$ cat src/rtl/onehot_encoder_pipe.sv
// rtl/onehot_encoder_pipe.sv - registered, handshaked one-hot to binary priority encoder
//
// Accepts an N-bit request vector through a valid/ready handshake and encodes it
// to the index of its highest set bit. Zero-hot and multi-hot words are flagged
// and counted. The input is backed by a one-entry skid buffer, so in_ready is a
// registered signal with no combinational path from out_ready.
//
// Ports:
//   clk        rising-edge clock
//   rst_n      asynchronous active-low reset
//   in_valid   in_data is valid this cycle
//   in_ready   block can accept in_data this cycle (registered)
//   in_data    N-bit one-hot request vector
//   out_valid  out_code/out_zero/out_multi are valid
//   out_ready  downstream accepts the output this cycle
//   out_code   index of the highest set bit of the accepted word (0 if none)
//   out_zero   accepted word had no bits set
//   out_multi  accepted word had more than one bit set
//   clr_err    synchronous clear of err_count
//   err_count  saturating count of invalid words accepted
module onehot_encoder_pipe #(
  parameter int N     = 4,
  parameter int W     = 2,
  parameter int CNT_W = 8
) (
  input  logic             clk,
  input  logic             rst_n,
  input  logic             in_valid,
  output logic             in_ready,
  input  logic [N-1:0]     in_data,
  output logic             out_valid,
  input  logic             out_ready,
  output logic [W-1:0]     out_code,
  output logic             out_zero,
  output logic             out_multi,
  input  logic             clr_err,
  output logic [CNT_W-1:0] err_count
);

  if (N < 2 || W != $clog2(N) || (1 << W) != N) begin : g_param_check
    $error("onehot_encoder_pipe: N must be a power of 2 >= 2 and W must equal log2(N)");
  end

  logic [W-1:0] enc_code;
  logic         enc_seen;
  logic         enc_multi;
  logic         enc_zero;

  logic         skid_full;
  logic [W-1:0] skid_code;
  logic         skid_zero;
  logic         skid_multi;

  logic         in_fire;
  logic         out_load;
  logic         err_inc;

  // Ascending scan: the last set bit found is the highest one. A set bit seen
  // after an earlier one marks the word as multi-hot.
  always_comb begin
    enc_code  = '0;
    enc_seen  = 1'b0;
    enc_multi = 1'b0;
    for (int i = 0; i < N; i++) begin
      if (in_data[i]) begin
        enc_code  = W'(i);
        enc_multi = enc_multi | enc_seen;
        enc_seen  = 1'b1;
      end
    end
    enc_zero = ~enc_seen;
  end

  assign in_ready = ~skid_full;
  assign in_fire  = in_valid & in_ready;
  // The output register may take a new value whenever it is empty or draining.
  assign out_load = ~out_valid | out_ready;
  assign err_inc  = in_fire & (enc_zero | enc_multi);

  // Output stage and skid buffer. The skid is only written when the output
  // stage cannot take the word; whenever the output stage loads, the skid
  // (older data) wins over the new input. While the skid is full, in_ready is
  // low, so in_fire and a skid drain never coincide.
  always_ff @(posedge clk or negedge rst_n) begin
    if (!rst_n) begin
      out_valid  <= 1'b0;
      out_code   <= '0;
      out_zero   <= 1'b0;
      out_multi  <= 1'b0;
      skid_full  <= 1'b0;
      skid_code  <= '0;
      skid_zero  <= 1'b0;
      skid_multi <= 1'b0;
    end else begin
      if (out_load) begin
        if (skid_full) begin
          out_valid <= 1'b1;
          out_code  <= skid_code;
          out_zero  <= skid_zero;
          out_multi <= skid_multi;
        end else if (in_fire) begin
          out_valid <= 1'b1;
          out_code  <= enc_code;
          out_zero  <= enc_zero;
          out_multi <= enc_multi;
        end else begin
          out_valid <= 1'b0;
        end
      end

      if (in_fire && !out_load) begin
        skid_full  <= 1'b1;
        skid_code  <= enc_code;
        skid_zero  <= enc_zero;
        skid_multi <= enc_multi;
      end else if (out_load) begin
        skid_full  <= 1'b0;
      end
    end
  end

  // Errors are counted at acceptance. A clear in the same cycle as an invalid
  // acceptance leaves a count of one.
  always_ff @(posedge clk or negedge rst_n) begin
    if (!rst_n) begin
      err_count <= '0;
    end else if (clr_err) begin
      err_count <= err_inc ? CNT_W'(1) : '0;
    end else if (err_inc && (err_count != {CNT_W{1'b1}})) begin
      err_count <= err_count + CNT_W'(1);
    end
  end

endmodule

$ cat config.mk
export PLATFORM = sky130hd
export DESIGN_NAME = onehot_encoder_pipe
export DESIGN_NICKNAME = d
export VERILOG_FILES = /design/src/rtl/onehot_encoder_pipe.sv
export SDC_FILE = /design/constraint.sdc
export NUM_CORES = 1
export LEC_CHECK = 0
export ABC_AREA = 1
export BUFFER_PORTS_ARGS = -buffer_cell sky130_fd_sc_hd__buf_2
export CORE_UTILIZATION = 40
export DETAILED_ROUTE_END_ITERATION = 16
export PLACE_DENSITY = 0.65
export SYNTH_ARGS = -nofsm -noshare
export SYNTH_HDL_FRONTEND = slang
export SYNTH_SLANG_ARGS = --single-unit
$ cat constraint.sdc
create_clock -name clk -period 1.6 [get_ports clk]
set_input_delay 0.24 -clock clk [delete_from_list [all_inputs] [get_ports clk]]
set_output_delay 0.24 -clock clk [all_outputs]
set_load 0.03 [all_outputs]
Word-level counts from Yosys, hierarchy flattened
Index checks and enable logic that the tools add are counted.
{"block": "totals", "mem_bits_ro": 0, "reg_bits": 18, "out_inout_bits": 14, "mem_count": 0, "elab_cells": 50, "in_bits": 9, "mem_bits_rw": 0, "latch_bits": 0}
{"block": "op_classes", "addsub": 1, "reduce_logical": 7, "shifts": 0, "n_div": 0, "n_eq_ne": 1, "mul": 0, "magnitude_cmp": 0, "n_mux": 23, "n_bitwise": 9}
{"op": "two-way mux 1 bit", "count": 17}
{"op": "two-way mux 8 bit", "count": 2}
{"op": "adder 8 x 1 -> 8 bit (second input constant)", "count": 1}
{"op": "two-way mux 2 bit", "count": 4}
{"op": "!= test 8 bit (second input constant)", "count": 1}
{"op": "nonzero test 2 bit", "count": 3}
{"op": "bitwise OR 1 bit", "count": 4}
{"op": "NOT 1 bit", "count": 3}
{"op": "AND 1 bit", "count": 2}
{"op": "logical AND 1 bit", "count": 2}
{"op": "AND reduction 2 bit", "count": 1}
{"op": "zero test 1 bit", "count": 1}

Logic depth before layout (Yosys ltp)
{"block": "logic_depth", "depth_word": 11, "ltp_mapped": 8, "depth_no_buf": 8}

Worst setup path before layout
No wires, ideal clock.
{"block": "synth_path", "kind": "register to register", "start": "reg err_count[0]", "end": "reg err_count[2]", "synth_period_minus_slack_ns": 1.519, "required_ns": 1.482, "arrival_time_ns": 1.401, "path_stages_with_launch": 9, "setup_time_ns": 0.118, "path_slack_ns": 0.081, "path_buffers": 0, "cell_sequence": "dfrtp_1 ha_1 nand2_1 nor2_2 nand2_2 nand3_4 nand2_4 nand2_1 nand2_1"}
{"block": "synth_between", "elab_chain_len": 3}
{"item": "start, declared", "line": "37", "source": "output logic [CNT_W-1:0] err_count"}
{"item": "start signal, assigned", "line": "128", "source": "err_count <= err_inc ? CNT_W'(1) : '0;"}
{"item": "start signal, assigned", "line": "130", "source": "err_count <= err_count + CNT_W'(1);"}
{"item": "adder 8 x 1 -> 8 bit or != test 8 bit (tied branches)", "line": "130, 129"}
{"item": "two-way mux 8 bit or logical AND 1 bit (tied branches)", "line": "129", "source": "end else if (err_inc && (err_count != {CNT_W{1'b1}})) begin"}
{"item": "two-way mux 8 bit or nonzero test 2 bit (tied branches)"}
Several ways; a longest one is shown, not always the timed one. The select of a mux whose other input is x is not followed.
A chain may end at the register's enable or synchronous reset.

Worst setup path after layout
{"block": "layout_path", "start": "reg err_count[0]", "end": "reg err_count[1]"}
The elaborated chain is that of the path after synthesis.

==> results_dict.tcl <==
set metrics [dict create \
    run_status "finished, final reports clean" \
    ys_async_sr_fraction_pct 100 \
    cts_tree "built" \
    ios 23 \
    placed_cell_area_um2 1140 \
    cts_inserted_buffers 3 \
    dpl.hpwl_um 1530 \
    layout_setup_ws_ns 0.153 \
    finalNetCount 171 \
    finalPower_uw 1130 \
    yosys.area.top_type "dfrtp_1" \
    antennaDiodeCount 0 \
    pre_cts_slack_ns 0.166 \
    vias 930 \
    skew_ns 0.00722 \
    peakVddDrop_mv 0.522 \
    drc 0 \
    power.density_nw_per_um2 952 \
    multi_input_area_um2 497 \
    seq_area_um2 450 \
    dieArea_um2 2730 \
    die_h_um 52.2 \
    synthDistinctLibCells 24 \
    grt-ovfl-total 0 \
    syn_to_final_growth_pct 17.7 \
    cp.arrival_ns 1.65 \
    grt_max_degree 19 \
    synth.avg_cell_area_um2 7.47 \
    synth-edff-count 0 \
    crit_type "reg2reg" \
    core_um2 2300 \
    antenna_found_initial 0 \
    ant_nets 0 \
    cts-root-buf "clkbuf_4" \
    fin_setup_tns_ns 0 \
    finalCritPeriodShare_pct 90.4 \
    fillers 219 \
    critPathRequiredTime_ns 1.80 \
    cp_max_fo 9 \
    grt_pass1_vias 825 \
    synth_seq_area_share_pct 44.7 \
    yosys_most_used_dff "dfrtp_1" \
    clkLatencyLatePin_ns 0.31 \
    grt_pass1_wl_um 3530 \
    netlist_instances 135 \
    syn_area_um2 1010 \
    syn-num-nets 145 \
    cts_resized 0 \
    die_width_um 52.2 \
    p_leak_uw 0.000622 \
    floorplan.initialDensity_pct 43.9 \
    tightest_slew_ns 0.402 \
    slew-limit-headroom_pct 73.2 \
    clock-sinks 18 \
    track_usage_pct 18.0 \
    final_core_util_pct 51.7 \
    routedWlPerCell_um 10.8 \
    synth_area_leaders "dfrtp_1 45%, nand2_1 17%, nand3_1 6.9%, nor2_1 5.6%, inv_1 4.5%" \
    finalHoldViolations 0 \
    synth_top_area_share_pct 44.7 \
    rsz0062_at_grt "no" \
    via_per_inst 4.95 \
    htreeDepth 1 \
    drtIter0Drc 18 \
    stdcell_area_um2 1190 \
    maxCapViolCount 0 \
    finalMaxSlewViolations 0 \
    place.gp.congestion 0.819 \
    critPathLaunchType "flip-flop" \
    layout-drive-gt1-share_pct 22.5 \
    port_buffers 22 \
    rows 17 \
    synth_warnings 0 \
    firstDrtPassIters 4 \
    setup_viol 0 \
    clkTransAtPathRegs_ns 0.12 \
    post-route-min-period_ns 1.45 \
    ys_seq_elements 18 \
    hp-class "in2reg" \
    ctsLongestPathBuffers 2 \
    fmax_mhz 691 \
    end_kind "flip-flop" \
    wl_um 2040 \
]
==> registers in the layout, indices dropped and copies added, names as in the netlist <==
name / flops
err_count: 8
out_multi: 1
skid_full: 1
skid_zero: 1
out_zero: 1
skid_multi: 1
skid_code: 2
out_code: 2
out_valid: 1
==> cell usage after synthesis, types with 2 or more instances <==
master,n
a31oi_1,3
o21ai_0,5
dfrtp_1,18
inv_1,12
nor2_1,15
nand2_1,46
nand2_2,2
nand3_1,14
nor2_2,5
==> area by class of cell <==
class	instances	share of cell area (%)
inverter	13	4.11
tap	28	2.95
clock buffer	4	3.06
sequential	18	37.9
timing repair buffer	23	10.1
multi-input combinational	102	41.8
==> path summary, 6_finish.rpt <==
kind                                               start                        to  depth (start not counted)  slack [ns]
worst max register to register  err_count[0]$_DFFE_PN0P_  err_count[1]$_DFFE_PN0P_                          8        0.15
worst min-delay path                            in_valid     out_valid$_DFFE_PN0P_                          3        0.18
min in group asynchronous                          rst_n    skid_multi$_DFFE_PN0P_                          2        0.38
worst min register to register  skid_code[0]$_DFFE_PN0P_  skid_code[0]$_DFFE_PN0P_                          2        0.49
worst max-delay path            err_count[0]$_DFFE_PN0P_  err_count[1]$_DFFE_PN0P_                          8        0.15
max in group asynchronous                          rst_n  err_count[1]$_DFFE_PN0P_                          2        0.93
==> routing by layer <==
layer / share of wire [%] / vias to the layer above / track usage (%)
li1: - / 479 / -
met1: 50 / 429 / 25.0
met2: 45 / 20 / 27.8
met3: 3.7 / 2 / 2.61
met4: 1.6 / 0 / 7.89
met5: 0 / - / 0
==> kinds of logic after synthesis <==
logic type	synth area share, %
DFF	44.7
AOI/OAI and AO/OA	7.07
and+or+nand+nor	39.2
xor gates and xnor gates	1.74
adders and majority gates	1.24
buffers and inverters	6.08
==> what timing repair did <==
| item | in CTS | in global routing |
|---|---|---|
| hold buffers | 1 | 0 |
| hold endpoints to repair | 18 | 0 |
| buffers inserted | 0 | 0 |
==> report_power, final <==
part | total, uW | switching (uW) | internal (uW)
Combinational | 281 | 193 | 88.5
Clock | 297 | 158 | 139
Sequential | 552 | 41.6 | 510
Total | 1130 | 393 | 738
==> worst max-delay path, cell delays in order, from the launching register on <==
cell and delay (ns):
dfrtp_1 0.44, ha_1 0.22, nand2_1 0.10, nor2_2 0.15, nand2_2 0.08, nand3_4 0.14
nand2_4 0.10, nand2_1 0.07, nand2_1 0.05
==> placed cells by master, fill, tap and decap left out <==
cell type	n
a21oi_1	1
a31oi_1	3
buf_2	22
clkbuf_4	3
clkbuf_8	1
clkinv_1	1
dfrtp_1	18
dlygate4sd3_1	1
ha_1	1
inv_1	12
nand2_1	46
nand2_2	2
nand2_4	1
nand3_1	14
nand3_2	1
nand3_4	1
nand4_1	1
nor2_1	15
nor2_2	5
nor3b_1	1
o211ai_1	1
o21a_1	1
o21ai_0	5
o21bai_1	1
xnor2_1	1
xor2_1	1
==> through the flow <==
stage                     cells  hold WS, ns
after floorplan             135      -0.0556
after global placement      183        0.192
after detailed placement    183        0.194
after CTS                   188        0.181
after global routing        188        0.198
final                       188        0.180
Note: power is estimated with default switching activity, not from simulation.
